File: src/rtl/memory_access_controller_if.sv
// Request/response and memory-port bundle for memory_access_controller.
// master: the controller's view (it initiates memory transfers).
// slave: the execute stage and data memory seen together from outside.
interface memory_access_controller_if;
    logic        req_valid;
    logic        req_ready;
    logic        req_write;
    logic [1:0]  req_size;
    logic        req_unsigned;
    logic [31:0] req_address;
    logic [31:0] req_wdata;
    logic        resp_valid;
    logic [31:0] resp_rdata;
    logic        resp_error;
    logic [31:0] mem_address;
    logic [1:0]  mem_write_mode;
    logic [7:0]  mem_write_byte;
    logic [15:0] mem_write_half_word;
    logic [31:0] mem_write_word;
    logic        mem_done;
    logic [7:0]  mem_byte_output;
    logic [15:0] mem_half_word_output;
    logic [31:0] mem_word_output;

    modport master (
        input  req_valid, req_write, req_size, req_unsigned, req_address, req_wdata,
        input  mem_done, mem_byte_output, mem_half_word_output, mem_word_output,
        output req_ready, resp_valid, resp_rdata, resp_error,
        output mem_address, mem_write_mode, mem_write_byte, mem_write_half_word, mem_write_word
    );

    modport slave (
        output req_valid, req_write, req_size, req_unsigned, req_address, req_wdata,
        output mem_done, mem_byte_output, mem_half_word_output, mem_word_output,
        input  req_ready, resp_valid, resp_rdata, resp_error,
        input  mem_address, mem_write_mode, mem_write_byte, mem_write_half_word, mem_write_word
    );
endinterface

File: src/rtl/memory_access_controller.sv
// Load/store initiator for the byte-addressable data memory: one request at a
// time, alignment check, write-mode/done store protocol, fixed-latency loads.
module memory_access_controller #(
    parameter int unsigned READ_LATENCY  = 2,
    parameter int unsigned WRITE_TIMEOUT = 64
) (
    input logic                         clk,
    input logic                         reset_n,
    memory_access_controller_if.master  bus
);
    localparam int unsigned CNT_W = 8;

    typedef enum logic [2:0] {
        IDLE,
        READ_WAIT,
        WRITE_REQ,
        WRITE_RELEASE,
        RESP
    } state_t;

    state_t             state_q;
    logic [CNT_W-1:0]   cnt_q;
    logic [1:0]         size_q;
    logic               unsigned_q;
    logic               resp_valid_q;
    logic [31:0]        resp_rdata_q;
    logic               resp_error_q;
    logic [31:0]        mem_address_q;
    logic [1:0]         mem_write_mode_q;
    logic [7:0]         mem_write_byte_q;
    logic [15:0]        mem_write_half_word_q;
    logic [31:0]        mem_write_word_q;

    logic               req_err_d;
    logic [31:0]        rdata_d;

    assign bus.req_ready           = reset_n && (state_q == IDLE);
    assign bus.resp_valid          = resp_valid_q;
    assign bus.resp_rdata          = resp_rdata_q;
    assign bus.resp_error          = resp_error_q;
    assign bus.mem_address         = mem_address_q;
    assign bus.mem_write_mode      = mem_write_mode_q;
    assign bus.mem_write_byte      = mem_write_byte_q;
    assign bus.mem_write_half_word = mem_write_half_word_q;
    assign bus.mem_write_word      = mem_write_word_q;

    // Illegal size or misaligned half/word access on the incoming request.
    always_comb begin
        req_err_d = 1'b0;
        case (bus.req_size)
            2'd1:    req_err_d = bus.req_address[0];
            2'd2:    req_err_d = (bus.req_address[1:0] != 2'd0);
            2'd3:    req_err_d = 1'b1;
            default: req_err_d = 1'b0;
        endcase
    end

    // Sign/zero extension of the memory read port selected by the latched size.
    always_comb begin
        rdata_d = bus.mem_word_output;
        case (size_q)
            2'd0: rdata_d = unsigned_q ? {24'd0, bus.mem_byte_output}
                                       : {{24{bus.mem_byte_output[7]}}, bus.mem_byte_output};
            2'd1: rdata_d = unsigned_q ? {16'd0, bus.mem_half_word_output}
                                       : {{16{bus.mem_half_word_output[15]}}, bus.mem_half_word_output};
            default: rdata_d = bus.mem_word_output;
        endcase
    end

    // Controller FSM with all bus outputs registered.
    always_ff @(posedge clk or negedge reset_n) begin
        if (!reset_n) begin
            state_q               <= IDLE;
            cnt_q                 <= '0;
            size_q                <= '0;
            unsigned_q            <= 1'b0;
            resp_valid_q          <= 1'b0;
            resp_rdata_q          <= '0;
            resp_error_q          <= 1'b0;
            mem_address_q         <= '0;
            mem_write_mode_q      <= '0;
            mem_write_byte_q      <= '0;
            mem_write_half_word_q <= '0;
            mem_write_word_q      <= '0;
        end else begin
            case (state_q)
                IDLE: begin
                    if (bus.req_valid) begin
                        size_q        <= bus.req_size;
                        unsigned_q    <= bus.req_unsigned;
                        mem_address_q <= bus.req_address;
                        if (req_err_d) begin
                            state_q      <= RESP;
                            resp_valid_q <= 1'b1;
                            resp_error_q <= 1'b1;
                            resp_rdata_q <= '0;
                        end else if (bus.req_write) begin
                            state_q               <= WRITE_REQ;
                            cnt_q                 <= CNT_W'(WRITE_TIMEOUT);
                            mem_write_mode_q      <= bus.req_size + 2'd1;
                            mem_write_byte_q      <= '0;
                            mem_write_half_word_q <= '0;
                            mem_write_word_q      <= '0;
                            case (bus.req_size)
                                2'd0:    mem_write_byte_q      <= bus.req_wdata[7:0];
                                2'd1:    mem_write_half_word_q <= bus.req_wdata[15:0];
                                default: mem_write_word_q      <= bus.req_wdata;
                            endcase
                        end else begin
                            state_q <= READ_WAIT;
                            cnt_q   <= CNT_W'(READ_LATENCY);
                        end
                    end
                end

                READ_WAIT: begin
                    if (cnt_q == CNT_W'(1)) begin
                        state_q      <= RESP;
                        cnt_q        <= '0;
                        resp_valid_q <= 1'b1;
                        resp_error_q <= 1'b0;
                        resp_rdata_q <= rdata_d;
                    end else begin
                        cnt_q <= cnt_q - CNT_W'(1);
                    end
                end

                WRITE_REQ: begin
                    // mem_done wins over a simultaneous timeout.
                    if (bus.mem_done) begin
                        state_q               <= WRITE_RELEASE;
                        cnt_q                 <= '0;
                        mem_write_mode_q      <= '0;
                        mem_write_byte_q      <= '0;
                        mem_write_half_word_q <= '0;
                        mem_write_word_q      <= '0;
                    end else if (cnt_q == CNT_W'(1)) begin
                        state_q               <= RESP;
                        cnt_q                 <= '0;
                        mem_write_mode_q      <= '0;
                        mem_write_byte_q      <= '0;
                        mem_write_half_word_q <= '0;
                        mem_write_word_q      <= '0;
                        resp_valid_q          <= 1'b1;
                        resp_error_q          <= 1'b1;
                        resp_rdata_q          <= '0;
                    end else begin
                        cnt_q <= cnt_q - CNT_W'(1);
                    end
                end

                WRITE_RELEASE: begin
                    if (!bus.mem_done) begin
                        state_q      <= RESP;
                        resp_valid_q <= 1'b1;
                        resp_error_q <= 1'b0;
                        resp_rdata_q <= '0;
                    end
                end

                RESP: begin
                    state_q      <= IDLE;
                    resp_valid_q <= 1'b0;
                end

                default: state_q <= IDLE;
            endcase
        end
    end
endmodule

File: src/flat_wrapper.sv
// flat-port wrapper written by rule: the top's interface ports become plain ports
module memory_access_controller_flat 
#(
    parameter int unsigned READ_LATENCY  = 2,
    parameter int unsigned WRITE_TIMEOUT = 64
)
  (clk, reset_n, bus_req_valid, bus_req_write, bus_req_size, bus_req_unsigned, bus_req_address, bus_req_wdata, bus_mem_done, bus_mem_byte_output, bus_mem_half_word_output, bus_mem_word_output, bus_req_ready, bus_resp_valid, bus_resp_rdata, bus_resp_error, bus_mem_address, bus_mem_write_mode, bus_mem_write_byte, bus_mem_write_half_word, bus_mem_write_word);
  memory_access_controller_if bus_i ();
  input logic clk;
  input logic reset_n;
  input wire logic [$bits(bus_i.req_valid)-1:0] bus_req_valid;
  input wire logic [$bits(bus_i.req_write)-1:0] bus_req_write;
  input wire logic [$bits(bus_i.req_size)-1:0] bus_req_size;
  input wire logic [$bits(bus_i.req_unsigned)-1:0] bus_req_unsigned;
  input wire logic [$bits(bus_i.req_address)-1:0] bus_req_address;
  input wire logic [$bits(bus_i.req_wdata)-1:0] bus_req_wdata;
  input wire logic [$bits(bus_i.mem_done)-1:0] bus_mem_done;
  input wire logic [$bits(bus_i.mem_byte_output)-1:0] bus_mem_byte_output;
  input wire logic [$bits(bus_i.mem_half_word_output)-1:0] bus_mem_half_word_output;
  input wire logic [$bits(bus_i.mem_word_output)-1:0] bus_mem_word_output;
  output wire logic [$bits(bus_i.req_ready)-1:0] bus_req_ready;
  output wire logic [$bits(bus_i.resp_valid)-1:0] bus_resp_valid;
  output wire logic [$bits(bus_i.resp_rdata)-1:0] bus_resp_rdata;
  output wire logic [$bits(bus_i.resp_error)-1:0] bus_resp_error;
  output wire logic [$bits(bus_i.mem_address)-1:0] bus_mem_address;
  output wire logic [$bits(bus_i.mem_write_mode)-1:0] bus_mem_write_mode;
  output wire logic [$bits(bus_i.mem_write_byte)-1:0] bus_mem_write_byte;
  output wire logic [$bits(bus_i.mem_write_half_word)-1:0] bus_mem_write_half_word;
  output wire logic [$bits(bus_i.mem_write_word)-1:0] bus_mem_write_word;
  assign bus_i.req_valid = bus_req_valid;
  assign bus_i.req_write = bus_req_write;
  assign bus_i.req_size = bus_req_size;
  assign bus_i.req_unsigned = bus_req_unsigned;
  assign bus_i.req_address = bus_req_address;
  assign bus_i.req_wdata = bus_req_wdata;
  assign bus_i.mem_done = bus_mem_done;
  assign bus_i.mem_byte_output = bus_mem_byte_output;
  assign bus_i.mem_half_word_output = bus_mem_half_word_output;
  assign bus_i.mem_word_output = bus_mem_word_output;
  assign bus_req_ready = bus_i.req_ready;
  assign bus_resp_valid = bus_i.resp_valid;
  assign bus_resp_rdata = bus_i.resp_rdata;
  assign bus_resp_error = bus_i.resp_error;
  assign bus_mem_address = bus_i.mem_address;
  assign bus_mem_write_mode = bus_i.mem_write_mode;
  assign bus_mem_write_byte = bus_i.mem_write_byte;
  assign bus_mem_write_half_word = bus_i.mem_write_half_word;
  assign bus_mem_write_word = bus_i.mem_write_word;
  memory_access_controller #(.READ_LATENCY(READ_LATENCY), .WRITE_TIMEOUT(WRITE_TIMEOUT)) u_core (.clk(clk), .reset_n(reset_n), .bus(bus_i));
endmodule
File: config.mk
export PLATFORM = sky130hd
export DESIGN_NAME = memory_access_controller_flat
export DESIGN_NICKNAME = d
export VERILOG_FILES = /design/src/rtl/memory_access_controller_if.sv /design/src/rtl/memory_access_controller.sv /design/src/flat_wrapper.sv
export SDC_FILE = /design/constraint.sdc
export NUM_CORES = 1
export LEC_CHECK = 0
export BUFFER_PORTS_ARGS = -buffer_cell sky130_fd_sc_hd__buf_2
export CORE_MARGIN = 2
export CORE_UTILIZATION = 40
export CTS_CLUSTER_DIAMETER = 50
export DETAILED_ROUTE_END_ITERATION = 16
export GPL_TIMING_DRIVEN = 0
export PLACE_DENSITY = 0.67
export SYNTH_ARGS = -nofsm -noshare
export SYNTH_HDL_FRONTEND = slang
export SYNTH_SLANG_ARGS = --single-unit
export TNS_END_PERCENT = 20
File: constraint.sdc
create_clock -name clk -period 6.5 [get_ports clk]
set_input_delay 1.95 -clock clk [delete_from_list [all_inputs] [get_ports clk]]
set_output_delay 1.95 -clock clk [all_outputs]
set_load 0.005 [all_outputs]
==> impl_metrics.py, run 1 <==
metrics = {
    "clock_tree": {
        "cts-resized-gates": 0,
        "clockRootBuffer": "clkbuf_16",
        "cts_setup_buffers": 0,
        "clock-sinks": 138,
        "htree_levels": 4,
        "clk_path_buf_depth": 2,
        "clk_pin_slew_ns": 0.06,
        "clk_latency_ns": 0.42,
        "numCtsBuffers": 17,
        "cts_tree": "built",
        "holdBufCountCts": 0,
    },
    "placement": {
        "portBuffers": 252,
        "dp_cells": 1081,
        "dp_hpwl_mm": 12.43,
        "place_congestion": 0.8041,
    },
    "worst_setup_path": {
        "crit_chain": "buf_6 > and2_1 > buf_2",
        "max_stage_delay_ns": 0.52,
        "worstSetupEndpointType": "primary output",
        "cp.arrival_ns": 2.90,
        "worstPathRequired_ns": 4.55,
        "critPathKind": "in -> out",
        "crit_cells": 3,
        "rrSetupSlack_ns": 3.95,
        "rr_worst_depth": 7,
        "crit_family": "buffers and inverters",
        "worstPathMaxFanout": 80,
        "worst_r2r_endpoint": "u_core.bus.resp_rdata[21]",
        "regToRegStartpoint": "u_core.cnt_q[1]",
        "startpoint": "reset_n",
        "slowest_stage": "buf_6",
        "cp-start-kind": "primary input",
        "cp-endpoint": "bus_req_ready",
        "path_buf_inv": 2,
    },
    "synth": {
        "synth_edf_count": 0,
        "netlist_area_um2": 6640,
        "synth_top_area_share_pct": 52.01,
        "synth_nets": 742,
        "synth_top_area_cell": "dfrtp_1",
        "synthTopCellsByCount": "dfrtp_1 (138), nand2_1 (85), inv_1 (84)",
        "syn_area_per_cell_um2": 10.92,
        "synthArstFlopShare_pct": 100.0,
        "yosysUniqueCellTypes": 51,
        "ys_seq_area_share_pct": 52.01,
        "synth.most_common_cell": "dfrtp_1",
        "yosys_warnings": 0,
        "ys_seq_elements": 138,
        "synth_ff_type": "dfrtp_1",
        "synthTopCellsByArea": "dfrtp_1 (52%), mux2i_1 (11%), mux2_2 (11%)",
        "syn-instance-count": 608,
    },
    "cells_and_area": {
        "drive_above_1_share_pct": 41.93,
        "diodes": 0,
        "final_util_pct": 53.86,
        "area.growth.synth_to_final_pct": 33.07,
        "final_cells": 1112,
        "layout.nets": 1014,
    },
    "timing": {
        "finalCritPeriodShare_pct": 74.55,
        "final_hold_viol_count": 0,
        "setup_viol": 0,
        "fin_crit_ns": 4.846,
        "max_slew_margin_pct": 46.97,
        "final_max_slew_viol_count": 0,
        "finalSetupTns_ns": 0,
        "fmax_mhz": 206.4,
        "rsz0062_at_grt": "false",
        "fin_skew_ns": 0.008453,
        "max_slew.worst_pin.slew_ns": 0.7937,
    },
    "floorplanning": {
        "die_w_um": 132.8,
        "die_area_um2": 17650,
        "ios": 253,
        "start_util_pct": 40.47,
        "fp.dieH_um": 132.8,
        "row_count": 47,
        "core_area_um2": 16410,
    },
    "route": {
        "vias_per_cell": 4.738,
        "drc": 0,
        "drt-pass1-iter-count": 4,
        "routedWlPerCell_um": 15.16,
        "drt_iter0_drc": 295,
        "ant_nets": 0,
        "wl_mm": 16.86,
        "num_vias": 5269,
    },
    "power": {
        "cellLeakagePower_nw": 4.596,
        "total_power_mw": 4.193,
        "ir_drop_v": 0.0002498,
        "powerDensity_nw_per_um2": 474.6,
    },
    "hold_path": {
        "hp-start": "u_core.bus.resp_valid",
        "hold_class": "reg -> reg",
    },
    "global_route": {
        "grt_pass1_wl_mm": 27.74,
        "antenna_found_initial": 0,
        "overflow": 0,
        "first_global_vias": 5443,
        "grtUsageTotal_pct": 19.75,
        "grt_max_degree": 81,
    },
    "flow_run": {
        "cap_violations": 0,
    },
    "outcome": {
        "status": "completed",
    },
}
-- per-layer routing --
metal	part of all wire, %	vias to the layer above	global-route usage (%)	wire length [um]
met2	46	206	31.38	7790
met3	8.1	20	6.245	1357
met4	1.5	0	6.870	251
met1	44	2483	25.56	7456
met5	0	-	0	0
li1	-	2560	-	-
-- worst min-delay path by stage --
stage                     slack (ns)  depth (start not counted)               endpoint
final                           0.47                          1  u_core.bus.resp_valid
after global routing            0.51                          1  u_core.bus.resp_valid
after CTS                       0.48                          1  u_core.bus.resp_valid
after floorplan                 0.47                          1        u_core.cnt_q[5]
after global placement          0.46                          1  u_core.bus.resp_valid
after detailed placement        0.47                          1  u_core.bus.resp_valid
-- power by group --
group / internal [mW] / switching [mW]
Clock: 0.658 / 0.367
Sequential: 1.24 / 0.203
Combinational: 0.844 / 0.882
-- through the flow --
stage / area (um^2) / setup slack [ns] / hold slack [ns]
after floorplan: 6640 / 2.475 / 0.4736
final: 8836 / 1.654 / 0.4740
after global placement: 8177 / -0.2887 / 0.4566
after detailed placement: 8210 / 1.608 / 0.4652
after global routing: 8836 / 1.528 / 0.5079
after CTS: 8836 / 1.612 / 0.4788
-- state kept, by name (all words and copies together), names as in the netlist, 2 cells and up --
name / cells
u_core.bus.mem_address: 32
u_core.bus.mem_write_word: 32
u_core.bus.resp_rdata: 32
u_core.bus.mem_write_half_word: 16
u_core.bus.mem_write_byte: 8
u_core.cnt_q: 8
u_core.state_q: 3
u_core.bus.mem_write_mode: 2
u_core.size_q: 2
-- cell families after synthesis --
kind of cell	count (synthesis)	share of synthesized area, %
fa+ha+maj	6	1.131
xor+xnor	1	0.1319
simple gates	154	11.38
mux	138	21.97
buf+inv	118	7.518
compound gates	53	5.860
flops	138	52.01
-- cells in the final DEF (no fill, tap or decap), types with 2 or more instances in the layout --
master | Yosys | layout
nand3_1 | 4 | 4
a221oi_1 | 8 | 8
buf_2 | 8 | 259
nand2b_1 | 16 | 16
clkbuf_16 | 0 | 17
clkinv_4 | 0 | 2
nor2b_1 | 4 | 4
and3_1 | 17 | 17
mux2i_1 | 76 | 76
o21ai_0 | 18 | 18
or2_2 | 2 | 2
bufinv_16 | 0 | 4
dfrtp_1 | 138 | 138
inv_1 | 84 | 84
and2_1 | 4 | 4
nor3_1 | 3 | 3
mux2_2 | 62 | 62
ha_1 | 6 | 6
a21o_1 | 3 | 3
a211oi_1 | 5 | 5
clkbuf_1 | 14 | 14
buf_1 | 2 | 2
clkinv_2 | 0 | 4
buf_4 | 6 | 6
nor3b_1 | 4 | 4
nand2_1 | 85 | 85
nor2_1 | 5 | 5
clkbuf_8 | 0 | 2
a21oi_1 | 5 | 5
buf_6 | 3 | 4
clkinvlp_4 | 0 | 2
-- layout make-up --
cell class	count	area, um^2
plain buffers	34	183.9
repair buffers	253	1295
multi-input cells	352	2688
inverters	84	315.3
clock buffers	19	452.9
well taps	220	275.3
fillers	1463	7571
flip-flops and latches	138	3453
clock inverters	12	172.7
Note: power is estimated with default switching activity, not from simulation.
==> run 2, diff against run 1 <==
ABC_AREA = 1   (was unset)
clock period = 4.7 ns   (was 6.5 ns; I/O delays follow)
==> impl_metrics.py, run 2 <==
metrics = {
    "outcome": {
        "status": "completed",
    },
    "clock_tree": {
        "cts_tree": "built",
        "cts_setup_buffers": 0,
        "clock-sinks": 138,
        "cts-resized-gates": 0,
        "clk_latency_ns": 0.42,
        "numCtsBuffers": 17,
        "clockRootBuffer": "clkbuf_16",
        "clk_path_buf_depth": 2,
        "clk_pin_slew_ns": 0.05,
        "htree_levels": 4,
        "holdBufCountCts": 0,
    },
    "route": {
        "num_vias": 6673,
        "drc": 0,
        "drt-pass1-iter-count": 5,
        "drt_iter0_drc": 347,
        "ant_nets": 0,
        "routedWlPerCell_um": 13.44,
        "vias_per_cell": 4.634,
        "wl_mm": 19.35,
    },
    "cells_and_area": {
        "fillers": 1660,
        "area.growth.synth_to_final_pct": 31.57,
        "drive_above_1_share_pct": 26.00,
        "multiInputGateArea_um2": 2854,
        "final_common_cell": "nand2_1",
        "layout.nets": 1340,
        "design_area_um2": 8916,
        "seq_area_um2": 3453,
        "final_cells": 1440,
        "mostFrequentLayoutCells": "nand2_1 (464), buf_2 (266), dfrtp_1 (138)",
    },
    "floorplanning": {
        "core_area_um2": 16580,
        "row_count": 47,
        "die_area_um2": 18000,
        "fp.dieH_um": 134.2,
        "die_w_um": 134.2,
        "start_util_pct": 40.86,
        "ios": 253,
    },
    "worst_setup_path": {
        "startpoint": "reset_n",
        "regToRegStartpoint": "u_core.cnt_q[1]",
        "worstPathRequired_ns": 3.29,
        "cp-endpoint": "bus_req_ready",
        "rr_worst_depth": 10,
        "worstSetupEndpointType": "primary output",
        "worstPathMaxFanout": 79,
        "worst_r2r_endpoint": "u_core.bus.resp_rdata[19]",
        "critPathKind": "in -> out",
        "cp-start-kind": "primary input",
        "rrSetupSlack_ns": 2.72,
        "cp.arrival_ns": 2.59,
    },
    "power": {
        "ir_drop_v": 0.0002464,
        "total_power_mw": 2.648,
        "cellLeakagePower_nw": 5.629,
        "powerDensity_nw_per_um2": 297.0,
    },
    "global_route": {
        "grtUsageTotal_pct": 22.08,
        "grt_max_degree": 80,
        "overflow": 0,
        "antenna_found_initial": 1,
        "grt_pass1_wl_mm": 31.44,
        "first_global_vias": 6273,
    },
    "synth": {
        "syn_area_per_cell_um2": 7.255,
        "syn-instance-count": 934,
        "synthTopCellsByArea": "dfrtp_1 (51%), nand2_1 (26%), o21ai_0 (4.7%)",
        "synth_top_area_cell": "dfrtp_1",
        "yosys_warnings": 0,
        "netlist_area_um2": 6776,
        "synth_ff_type": "dfrtp_1",
        "synth_top_area_share_pct": 50.96,
        "synth.most_common_cell": "nand2_1",
        "ys_seq_elements": 138,
        "synthTopCellsByCount": "nand2_1 (464), dfrtp_1 (138), nor2_1 (85)",
        "synth_edf_count": 0,
        "ys_seq_area_share_pct": 50.96,
        "synthArstFlopShare_pct": 100.0,
        "yosysUniqueCellTypes": 27,
        "synth_nets": 1068,
    },
    "placement": {
        "dp_hpwl_mm": 14.21,
        "pre_cts_ws_ns": 0.6159,
        "portBuffers": 252,
        "dp_cells": 1407,
        "post_dp_cell_area_um2": 8347,
        "place_congestion": 0.8306,
    },
    "timing": {
        "setup_viol": 0,
        "layout_setup_ws_ns": 0.6998,
        "fin_crit_ns": 4.000,
        "holdWs_ns": 0.4627,
        "rsz0062_at_grt": "false",
        "max_slew.worst_pin.slew_ns": 0.5819,
        "fmax_mhz": 250.0,
        "finalCritPeriodShare_pct": 85.11,
        "fin_skew_ns": 0.006355,
        "max_slew_margin_pct": 61.21,
        "final_max_slew_viol_count": 0,
        "final_hold_viol_count": 0,
    },
    "hold_path": {
        "hold_class": "reg -> reg",
        "worstHoldPathCells": 2,
    },
    "flow_run": {
        "cap_violations": 0,
    },
}
==> run 2: changes by cell type in the layout (fill, tap and decap cells not counted), sizes merged, moves of 8 or more <==
cell / previous run / this run
nand2b: 16 / 0
clkbuf: 34 / 44
nand3: 4 / 33
a221oi: 9 / 0
mux2i: 76 / 0
and3: 17 / 0
nor2: 5 / 90
a31oi: 0 / 8
inv: 84 / 63
o21ai: 19 / 67
nand2: 85 / 467
mux2: 62 / 0
==> run 2: worst min-delay path by stage <==
stage | endpoint | slack, ns | startpoint
after floorplan | u_core.bus.resp_error | 0.47 | u_core.bus.resp_error
after global placement | u_core.bus.resp_rdata[0] | 0.45 | u_core.bus.resp_rdata[0]
after detailed placement | u_core.bus.resp_rdata[28] | 0.45 | u_core.bus.resp_rdata[28]
after CTS | u_core.bus.resp_rdata[29] | 0.47 | u_core.bus.resp_rdata[29]
after global routing | u_core.bus.resp_rdata[13] | 0.49 | u_core.bus.resp_rdata[13]
final | u_core.bus.resp_rdata[29] | 0.46 | u_core.bus.resp_rdata[29]
==> run 2: area by class of cell <==
type | count | area share (%)
diodes | 1 | 0.02807
plain buffers | 45 | 2.526
clock buffers | 22 | 5.319
clock inverters | 10 | 1.038
inverters | 65 | 2.736
multi-input cells | 686 | 32.01
flip-flops and latches | 138 | 38.73
well taps | 220 | 3.087
repair buffers | 253 | 14.52
==> run 2: critical path, stage by stage <==
cell,delay (ns)
buf_6,0.42
buf_16,0.40
inv_1,0.07
nor2_1,0.10
buf_2,0.13
==> run 2: logic make-up after synthesis <==
family	Yosys count	synth area share, %
DFF	138	50.96
and+or+nand+nor	598	34.62
buffers and inverters	110	6.924
adders and majority gates	6	1.108
AOI/OAI and AO/OA	80	6.130
xor gates and xnor gates	2	0.2585
==> run 2: layer usage <==
layer	GRT usage (%)	vias to the layer above	routed length (um)
met1	28.95	3071	8765
li1	-	3415	-
met4	7.602	0	356
met2	36.25	164	9239
met3	4.913	23	989
met5	0	-	0
==> run 2: report_power, final <==
group	switching, mW	internal (mW)	total, mW	leakage, nW
clock	0.508	0.769	1.28	0.269
combinational	0.0940	0.0700	0.164	3.48
sequential	0.00589	1.20	1.21	1.88
==> run 2: per-stage QoR <==
stage	TNS [ns]	utilization, %
after global routing	0	53.76
final	0	53.76
after floorplan	0	-
after detailed placement	0	50.33
after global placement	-0.9350	50.13
after CTS	0	53.75
